`config.mk`:
```
export PLATFORM = sky130hd
export DESIGN_NAME = qeciphy_rx_word_aligner
export DESIGN_NICKNAME = d
export VERILOG_FILES = /design/src/rtl/qeciphy_rx_word_aligner.sv
export SDC_FILE = /design/constraint.sdc
export NUM_CORES = 1
export LEC_CHECK = 0
export CORE_UTILIZATION = 47
export CTS_CLUSTER_SIZE = 10
export DETAILED_ROUTE_END_ITERATION = 8
export PLACE_DENSITY_LB_ADDON = 0.12
export SETUP_SLACK_MARGIN = 0.15
export SYNTH_ARGS = -nofsm -noshare
export SYNTH_HDL_FRONTEND = slang
export SYNTH_SLANG_ARGS = --single-unit
export TNS_END_PERCENT = 100
```
`constraint.sdc`:
```
create_clock -name clk_i -period 3.8 [get_ports clk_i]
set_input_delay 1.14 -clock clk_i [delete_from_list [all_inputs] [get_ports clk_i]]
set_output_delay 1.14 -clock clk_i [all_outputs]
set_load 0.02 [all_outputs]
```
`src/rtl/qeciphy_rx_word_aligner.sv`:
```
// -----------------------------------------------------------------------------
// qeciphy_rx_word_aligner
//
// RX gearbox and word aligner on the fast RX clock. It collects RATIO narrow
// byte-aligned words into one wide word. It finds the wide-word boundary by
// spotting a periodic frame-alignment word (FAW). The FAW is confirmed
// LOCK_COUNT times before lock is declared. Lock is dropped after UNLOCK_COUNT
// consecutive misses at the scheduled FAW slot.
//
// Handshake: tvalid_i=1 means tdata_i is taken this cycle. There is no ready
// and no backpressure. tvalid_o is a one-cycle strobe, and tdata_o holds its
// value until the next strobe. A strobe is only issued while aligned_o=1.
//
// Ports
//   clk_i        in   1                RX fast clock, rising edge
//   rst_i        in   1                synchronous active-high reset
//   tdata_i      in   IN_WIDTH         byte-aligned input word
//   tvalid_i     in   1                input word accepted this cycle
//   tdata_o      out  IN_WIDTH*RATIO   assembled word, first-received in LSBs
//   tvalid_o     out  1                output strobe (only while aligned)
//   aligned_o    out  1                block is in LOCKED
//   phase_o      out  max(1,clog2(R))  input index (mod RATIO) ending a word
//   align_err_o  out  1                pulse on LOCKED -> SEARCH
// -----------------------------------------------------------------------------
module qeciphy_rx_word_aligner #(
  parameter int IN_WIDTH     = 32,
  parameter int RATIO        = 2,
  parameter logic [IN_WIDTH*RATIO-1:0] FAW_PATTERN = 64'hBCBC_BCBC_F0F0_F0F0,
  parameter logic [IN_WIDTH*RATIO-1:0] FAW_MASK    = '1,
  parameter int FAW_PERIOD   = 128,
  parameter int LOCK_COUNT   = 4,
  parameter int UNLOCK_COUNT = 2,
  localparam int OUT_WIDTH   = IN_WIDTH * RATIO,
  localparam int PHASE_W     = (RATIO > 1) ? $clog2(RATIO) : 1
) (
  input  logic                 clk_i,
  input  logic                 rst_i,
  input  logic [IN_WIDTH-1:0]  tdata_i,
  input  logic                 tvalid_i,
  output logic [OUT_WIDTH-1:0] tdata_o,
  output logic                 tvalid_o,
  output logic                 aligned_o,
  output logic [PHASE_W-1:0]   phase_o,
  output logic                 align_err_o
);

  localparam int FILL_W = (RATIO > 2) ? $clog2(RATIO) : 1;
  localparam int WCNT_W = $clog2(FAW_PERIOD);
  localparam int HIT_W  = $clog2(LOCK_COUNT + 1);
  localparam int MISS_W = $clog2(UNLOCK_COUNT + 1);
  localparam int HIST_W = IN_WIDTH * (RATIO - 1);

  localparam logic [PHASE_W-1:0] IDX_LAST    = PHASE_W'(RATIO - 1);
  localparam logic [FILL_W-1:0]  FILL_LAST   = FILL_W'(RATIO - 1);
  localparam logic [WCNT_W-1:0]  WCNT_LAST   = WCNT_W'(FAW_PERIOD - 1);
  localparam logic [HIT_W-1:0]   HIT_LOCK    = HIT_W'(LOCK_COUNT);
  localparam logic [MISS_W-1:0]  MISS_UNLOCK = MISS_W'(UNLOCK_COUNT);

  typedef enum logic [1:0] {
    ST_SEARCH = 2'd0,
    ST_VERIFY = 2'd1,
    ST_LOCKED = 2'd2
  } state_t;

  state_t state_q, state_d;

  // Only the newest RATIO-1 accepted words are stored. The candidate window
  // is these plus the word arriving now. As a result, the match and the output
  // word for an accept are both formed in the same cycle as that accept.
  logic [HIST_W-1:0]    hist_q;
  logic [FILL_W-1:0]    fill_q, fill_d;
  logic [PHASE_W-1:0]   in_idx_q, in_idx_d;
  logic [PHASE_W-1:0]   phase_q, phase_d;
  logic [WCNT_W-1:0]    word_cnt_q, word_cnt_d;
  logic [HIT_W-1:0]     hit_cnt_q, hit_cnt_d;
  logic [MISS_W-1:0]    miss_cnt_q, miss_cnt_d;

  logic [OUT_WIDTH-1:0] window;
  logic                 window_full;
  logic                 match;
  logic                 boundary;
  logic                 faw_slot;
  logic                 emit;
  logic                 err;

  // Oldest word ends up in the LSBs; the arriving word is the MSB slice.
  assign window      = {tdata_i, hist_q};
  // True when this accept is at least the RATIO-th since the window was cleared.
  assign window_full = (fill_q == FILL_LAST);
  assign match       = ((window & FAW_MASK) == (FAW_PATTERN & FAW_MASK));
  assign boundary    = tvalid_i && (in_idx_q == phase_q);
  // At this boundary word_cnt wraps to 0, so the word is a scheduled FAW slot.
  assign faw_slot    = boundary && (word_cnt_q == WCNT_LAST);

  always_comb begin
    state_d    = state_q;
    fill_d     = fill_q;
    in_idx_d   = in_idx_q;
    phase_d    = phase_q;
    word_cnt_d = word_cnt_q;
    hit_cnt_d  = hit_cnt_q;
    miss_cnt_d = miss_cnt_q;
    emit       = 1'b0;
    err        = 1'b0;

    if (tvalid_i) begin
      if (fill_q != FILL_LAST) begin
        fill_d = fill_q + FILL_W'(1);
      end
      in_idx_d = (in_idx_q == IDX_LAST) ? '0 : in_idx_q + PHASE_W'(1);
    end

    // Outside SEARCH, word_cnt advances at every boundary.
    if (boundary && (state_q != ST_SEARCH)) begin
      word_cnt_d = (word_cnt_q == WCNT_LAST) ? '0 : word_cnt_q + WCNT_W'(1);
    end

    case (state_q)
      ST_SEARCH: begin
        if (tvalid_i && window_full && match) begin
          phase_d    = in_idx_q;
          word_cnt_d = '0;
          hit_cnt_d  = HIT_W'(1);
          miss_cnt_d = '0;
          if (LOCK_COUNT == 1) begin
            state_d = ST_LOCKED;
            // The FAW that completes the lock is itself output.
            emit    = 1'b1;
          end else begin
            state_d = ST_VERIFY;
          end
        end
      end

      ST_VERIFY: begin
        // Matches at any point other than the scheduled slot are ignored.
        if (faw_slot) begin
          if (match) begin
            hit_cnt_d = hit_cnt_q + HIT_W'(1);
            if (hit_cnt_q + HIT_W'(1) == HIT_LOCK) begin
              state_d    = ST_LOCKED;
              miss_cnt_d = '0;
              emit       = 1'b1;
            end
          end else begin
            state_d    = ST_SEARCH;
            fill_d     = '0;
            hit_cnt_d  = '0;
            miss_cnt_d = '0;
            word_cnt_d = '0;
          end
        end
      end

      ST_LOCKED: begin
        if (boundary) begin
          emit = 1'b1;
          if (faw_slot) begin
            if (match) begin
              miss_cnt_d = '0;
            end else if (miss_cnt_q + MISS_W'(1) == MISS_UNLOCK) begin
              // The word at the failing slot is dropped, not output.
              state_d    = ST_SEARCH;
              emit       = 1'b0;
              err        = 1'b1;
              fill_d     = '0;
              hit_cnt_d  = '0;
              miss_cnt_d = '0;
              word_cnt_d = '0;
            end else begin
              miss_cnt_d = miss_cnt_q + MISS_W'(1);
            end
          end
        end
      end

      default: begin
        state_d = ST_SEARCH;
      end
    endcase
  end

  always_ff @(posedge clk_i) begin
    if (rst_i) begin
      state_q     <= ST_SEARCH;
      hist_q      <= '0;
      fill_q      <= '0;
      in_idx_q    <= '0;
      phase_q     <= '0;
      word_cnt_q  <= '0;
      hit_cnt_q   <= '0;
      miss_cnt_q  <= '0;
      tdata_o     <= '0;
      tvalid_o    <= 1'b0;
      align_err_o <= 1'b0;
    end else begin
      state_q     <= state_d;
      fill_q      <= fill_d;
      in_idx_q    <= in_idx_d;
      phase_q     <= phase_d;
      word_cnt_q  <= word_cnt_d;
      hit_cnt_q   <= hit_cnt_d;
      miss_cnt_q  <= miss_cnt_d;
      tvalid_o    <= emit;
      align_err_o <= err;
      if (tvalid_i) begin
        hist_q <= window[OUT_WIDTH-1:IN_WIDTH];
      end
      if (emit) begin
        tdata_o <= window;
      end
    end
  end

  assign aligned_o = (state_q == ST_LOCKED);
  assign phase_o   = phase_q;

endmodule

```
==> reports/qor.csv, run 1 <==
metric;value;unit
synth-edff-count;0;
num_vias;4727;
multi_input_area;2600;µm²
skew;14.1;ps
synth-seq-cells;115;
max_freq;280;MHz
antenna_found_initial;0;
wl_met3;920;µm
dr.pass1.iters;6;
drive_gt1_share;18.2;%
start_kind;input pin;
die_h;108;µm
hold_buffers;0;
synthCells;564;
areaGrowthSynthToFinish;35.0;%
drc;0;
synth_top_area_share;43.9;%
gp_congestion;0.836;
wl_met2;6740;µm
period_minus_slack;3580;ps
grt_start_max_net_pins;83;
p_per_area;412;nW/µm²
drt_iter0_markers;462;
cts_tree;yes;
synth_cell_types;59;
met1_length;6810;µm
worst_slack;225;ps
slew_headroom;56.4;%
ir_drop;0.365;mV
path_class;in2reg;
yosys.area.top_type;dfxtp_1;
yosys_warnings;0;
clock-root-buffer;clkbuf_8;
synthTopCellsByArea;dfxtp_1, mux2i_1, nand3_1, o21ai_1, a21oi_2;
setup_viol;0;
cts_sinks;115;
overflow;0;
slew_viol_final;0;
holdWs;464;ps
io_buffer_count;102;
maxCapViolCount;0;
hpwl;9630;µm
first_global_vias;4483;
post-route-util;65.2;%
fin_crit_sh;94.1;%
regArea;2300;µm²
syn-cell-area;5240;µm²
fin_nets;717;
async_reset_ff_share;0;%
critical_path.max_fanout;17;
placed_cells;792;
die_w;108;µm
p_leak;2.54;nW
max_slew.worst_pin.slew;654;ps
critPathRequiredTime;4230;ps
antenna-diode-count;0;
start_util;48.3;%
routed.top_layer;met4;
rsz0062_at_grt;no;
synth-main-ff-cell;dfxtp_1;
cts_made_buffers;17;
cts.clk_slew.worst_paths;70;ps
drtAntennaViolNets;0;
n_fill_cell;906;
grt_pass1_wl;22900;µm
outcome;finished clean;
end_kind;flop;
finalHoldViolCount;0;
hp-class;reg2reg;
place_ws;-319;ps
via_per_inst;5.71;
die_area;11600;µm²
fin_setup_tns;0;ps
placementRows;38;
worstSkewPairLatency;510;ps
drt-total-wl;14600;µm
instances_no_fill;828;
avgSynthCellArea;9.29;µm²
yosysSeqAreaShare;43.9;%
track_usage;25.5;%
h-tree-depth;4;
wl_per_cell;17.7;µm
core_area;10800;µm²
ios;103;
clock_path_buffers;2;
syn_nets;606;
worstPathArrival;4010;ps
final timing paths:
path              startpoint  slack, ps  cells past startpoint          end
setup / recovery  tdata_i[9]        220                      9  tdata_o[18]
hold / removal    tdata_o[8]        460                      2   tdata_o[8]
setup reg to reg  hist_q[23]        980                      8  tdata_o[18]
hold reg to reg   tdata_o[8]        460                      2   tdata_o[8]
cell usage in the layout (no fill, tap or decap), types with 3 or more instances in the layout:
cell type | netlist | routed
clkbuf_16 | 0 | 18
nand2_1 | 13 | 13
clkinvlp_4 | 0 | 4
nand4_1 | 10 | 10
and4b_2 | 4 | 4
nand3_1 | 68 | 68
o21ai_1 | 60 | 60
or4b_1 | 3 | 3
inv_6 | 0 | 6
xor2_1 | 4 | 4
nor3_1 | 7 | 6
nand4b_1 | 3 | 3
clkdlybuf4s50_1 | 0 | 100
mux2i_1 | 36 | 36
ha_1 | 7 | 7
o21ai_0 | 7 | 7
nor4_1 | 4 | 4
and4bb_2 | 4 | 4
buf_12 | 0 | 7
and4_2 | 2 | 3
buf_4 | 0 | 28
a21oi_1 | 40 | 40
a21o_1 | 3 | 3
a21oi_2 | 32 | 32
xnor2_1 | 4 | 4
nor4bb_1 | 3 | 3
dfxtp_1 | 115 | 115
nor2_1 | 48 | 48
inv_1 | 5 | 5
synth_stat cells, types with 4 or more instances:
library cell,count
a21oi_1,40
a21oi_2,32
and4b_2,4
and4bb_2,4
buf_2,7
buf_6,9
clkbuf_1,17
clkbuf_8,7
dfxtp_1,115
ha_1,7
inv_1,5
mux2i_1,36
nand2_1,13
nand3_1,68
nand4_1,10
nor2_1,48
nor3_1,7
nor4_1,4
o21ai_0,7
o21ai_1,60
xnor2_1,4
xor2_1,4
cell families (layout without fill, tap and decap cells):
logic type	after synthesis	in the layout	synth area share [%]
xor gates and xnor gates	8	8	1.34
AOI/OAI and AO/OA	156	156	18.5
adders and majority gates	7	7	1.67
DFF	115	115	43.9
buffers and inverters	52	176	6.80
muxes	36	36	6.88
and+or+nand+nor	190	190	20.8
what timing repair did:
action,in CTS,in global routing
gates resized for setup,0,3
endpoints found under the setup margin,0,13
setup buffers,0,2
state kept, by name, indices dropped and copies added, names as in the netlist:
signal,flops
tdata_o,64
hit_cnt_q,3
fill_q,1
tvalid_o,1
phase_o,1
word_cnt_q,7
in_idx_q,1
miss_cnt_q,2
state_q,2
align_err_o,1
hist_q,32
through the flow:
step,area (µm²),power [W]
4_1_cts,6990,0.00293
5_1_grt,7070,0.00300
3_5_place_dp,6430,0.00142
6_report,7070,0.00292
3_3_place_gp,6430,0.00142
2_1_floorplan,5240,0.00134
where the power goes:
group | internal [W] | switching [W] | leakage, nW
clock network | 0.000883 | 0.000633 | 0.264
logic | 0.0000738 | 0.0000745 | 1.35
registers | 0.00123 | 0.0000244 | 0.933
critical path, cell delays in order:
cell             delay [ps]
clkdlybuf4s50_1         430
or4b_1                  590
or4_4                   570
or4_4                   540
a21boi_4                150
buf_4                   150
buf_6                   170
o21ai_1                 100
a21oi_1                 160
metal layers:
layer | vias up | global-route usage, %
met5 | - | 0
met4 | 0 | 8.90
met3 | 12 | 5.45
met2 | 162 | 39.1
met1 | 2276 | 35.3
li1 | 2277 | -
area by class of cell:
type,instances,area share [%]
Clock buffer,17,5.86
Clock inverter,15,2.07
Inverter,5,0.265
Multi-Input combinational cell,397,36.7
Sequential cell,115,32.5
Tap cell,140,2.48
Timing Repair Buffer,139,20.0
(Power assumes the default switching activity.)
==> run 2: changes to the inputs <==
--- a/config.mk
+++ b/config.mk
@@ -5,6 +5,7 @@
 export SDC_FILE = /design/constraint.sdc
 export NUM_CORES = 1
 export LEC_CHECK = 0
+export CORE_ASPECT_RATIO = 1.1
 export CORE_UTILIZATION = 47
 export CTS_CLUSTER_SIZE = 10
 export DETAILED_ROUTE_END_ITERATION = 8
==> reports/qor.csv, run 2 (same netlist as run 1, synthesis figures left out) <==
metric;value;unit
ios;103;
antenna-diode-count;0;
cts.clk_slew.worst_paths;50;ps
gp_congestion;0.856;
die_area;11600;µm²
via_per_inst;5.70;
rsz0062_at_grt;no;
max_freq;277;MHz
wl_met3;806;µm
max_slew.worst_pin.slew;660;ps
finalHoldViolCount;0;
cts_made_buffers;17;
antenna_found_initial;0;
drtAntennaViolNets;0;
fin_nets;723;
placementRows;40;
slew_viol_final;0;
first_global_vias;4484;
fin_area;7300;µm²
wl_per_cell;17.8;µm
start_util;48.0;%
cts_tree;yes;
worstSkewPairLatency;400;ps
hpwl;9600;µm
dr.pass1.iters;5;
endpoint;tdata_o[33];
p_total;0.00314;W
met1_length;6880;µm
wl_met2;7100;µm
ir_drop;0.271;mV
core_area;10900;µm²
maxCapViolCount;0;
track_usage;25.6;%
reg2reg_slack;850;ps
skew;8.24;ps
start_kind;input pin;
clock_path_buffers;2;
overflow;0;
areaGrowthSynthToFinish;39.2;%
path_class;in2reg;
fin_crit_sh;95.1;%
drive_gt1_share;18.8;%
top_register;tdata_o;
drc;0;
period_minus_slack;3610;ps
hold_buffers;0;
rr_endpoint;tdata_o[33];
reg2reg_depth;8;
io_buffer_count;102;
dpl_cell_area;6440;µm²
setup_viol;0;
largestRegisters;tdata_o: 64 flops, hist_q: 32 flops, word_cnt_q: 7 flops;
final_common_cell;dfxtp_1;
p_leak;2.68;nW
critical_path.max_fanout;6;
clock-root-buffer;clkbuf_16;
h-tree-depth;4;
slew_headroom;56.0;%
worstPathArrival;3950;ps
final_cell_mix;dfxtp_1, clkdlybuf4s50_1, nand3_1;
r2r_start;hist_q[21];
die_h;113;µm
critPathRequiredTime;4130;ps
grt_pass1_wl;22900;µm
hp-class;reg2reg;
crit_start;tdata_i[9];
routed.top_layer;met4;
grt_start_max_net_pins;56;
outcome;finished clean;
die_w;103;µm
p_per_area;431;nW/µm²
num_vias;4786;
drt-total-wl;15000;µm
largest_register_ffs;64;
cts_sinks;115;
drt_iter0_markers;334;
post-route-util;66.9;%
end_kind;flop;
run 2: how the worst min path moves through the flow:
stage	start	to	slack (ps)	cells past startpoint
after floorplan	miss_cnt_q[0]	miss_cnt_q[0]	460	2
after global placement	tdata_o[37]	tdata_o[37]	450	2
after detailed placement	tdata_o[36]	tdata_o[36]	460	2
after CTS	tdata_o[37]	tdata_o[37]	460	2
after global routing	tdata_o[60]	tdata_o[60]	480	2
final	tdata_o[10]	tdata_o[10]	460	2
run 2: cell type report:
class / count / area (µm²)
Clock buffer: 21 / 460
Clock inverter: 10 / 180
Fill cell: 910 / 3610
Inverter: 5 / 18.8
Multi-Input combinational cell: 397 / 2610
Sequential cell: 115 / 2300
Tap cell: 147 / 184
Timing Repair Buffer: 145 / 1540
run 2: through the flow:
step | worst slack [ps] | hold WS (ps) | TNS (ps) | cells
after floorplan | 170 | 460 | 0 | 564
after global placement | -306 | 451 | -17360 | 801
after detailed placement | -299 | 456 | -19290 | 801
after CTS | 154 | 463 | 0 | 832
after global routing | 141 | 480 | 0 | 840
final | 185 | 459 | 0 | 840
run 2: where the power goes:
group | switching [W] | internal, W
Clock | 0.000545 | 0.00119
Combinational | 0.0000778 | 0.0000762
Sequential | 0.0000240 | 0.00123
Total | 0.000647 | 0.00250
run 2: worst max-delay path: stages:
cell             delay (ps)
clkdlybuf4s50_1         420
or4b_4                  540
or4_4                   440
or4_4                   610
a21boi_4                220
clkbuf_16               190
clkbuf_16               140
o21ai_1                  90
a21oi_2                 140
run 2: what timing repair did:
| action | 4_1_cts | 5_1_grt |
|---|---|---|
| setup buffers | 0 | 1 |
| endpoints found under the setup margin | 4 | 76 |
| gates cloned | 0 | 7 |
| resized for setup | 1 | 11 |
| pin swaps | 0 | 12 |
run 2: per-layer routing:
layer | track usage (%) | vias to the layer above
met2 | 38.9 | 168
met1 | 35.7 | 2306
met4 | 8.86 | 0
li1 | - | 2296
met5 | 0 | -
met3 | 5.37 | 16
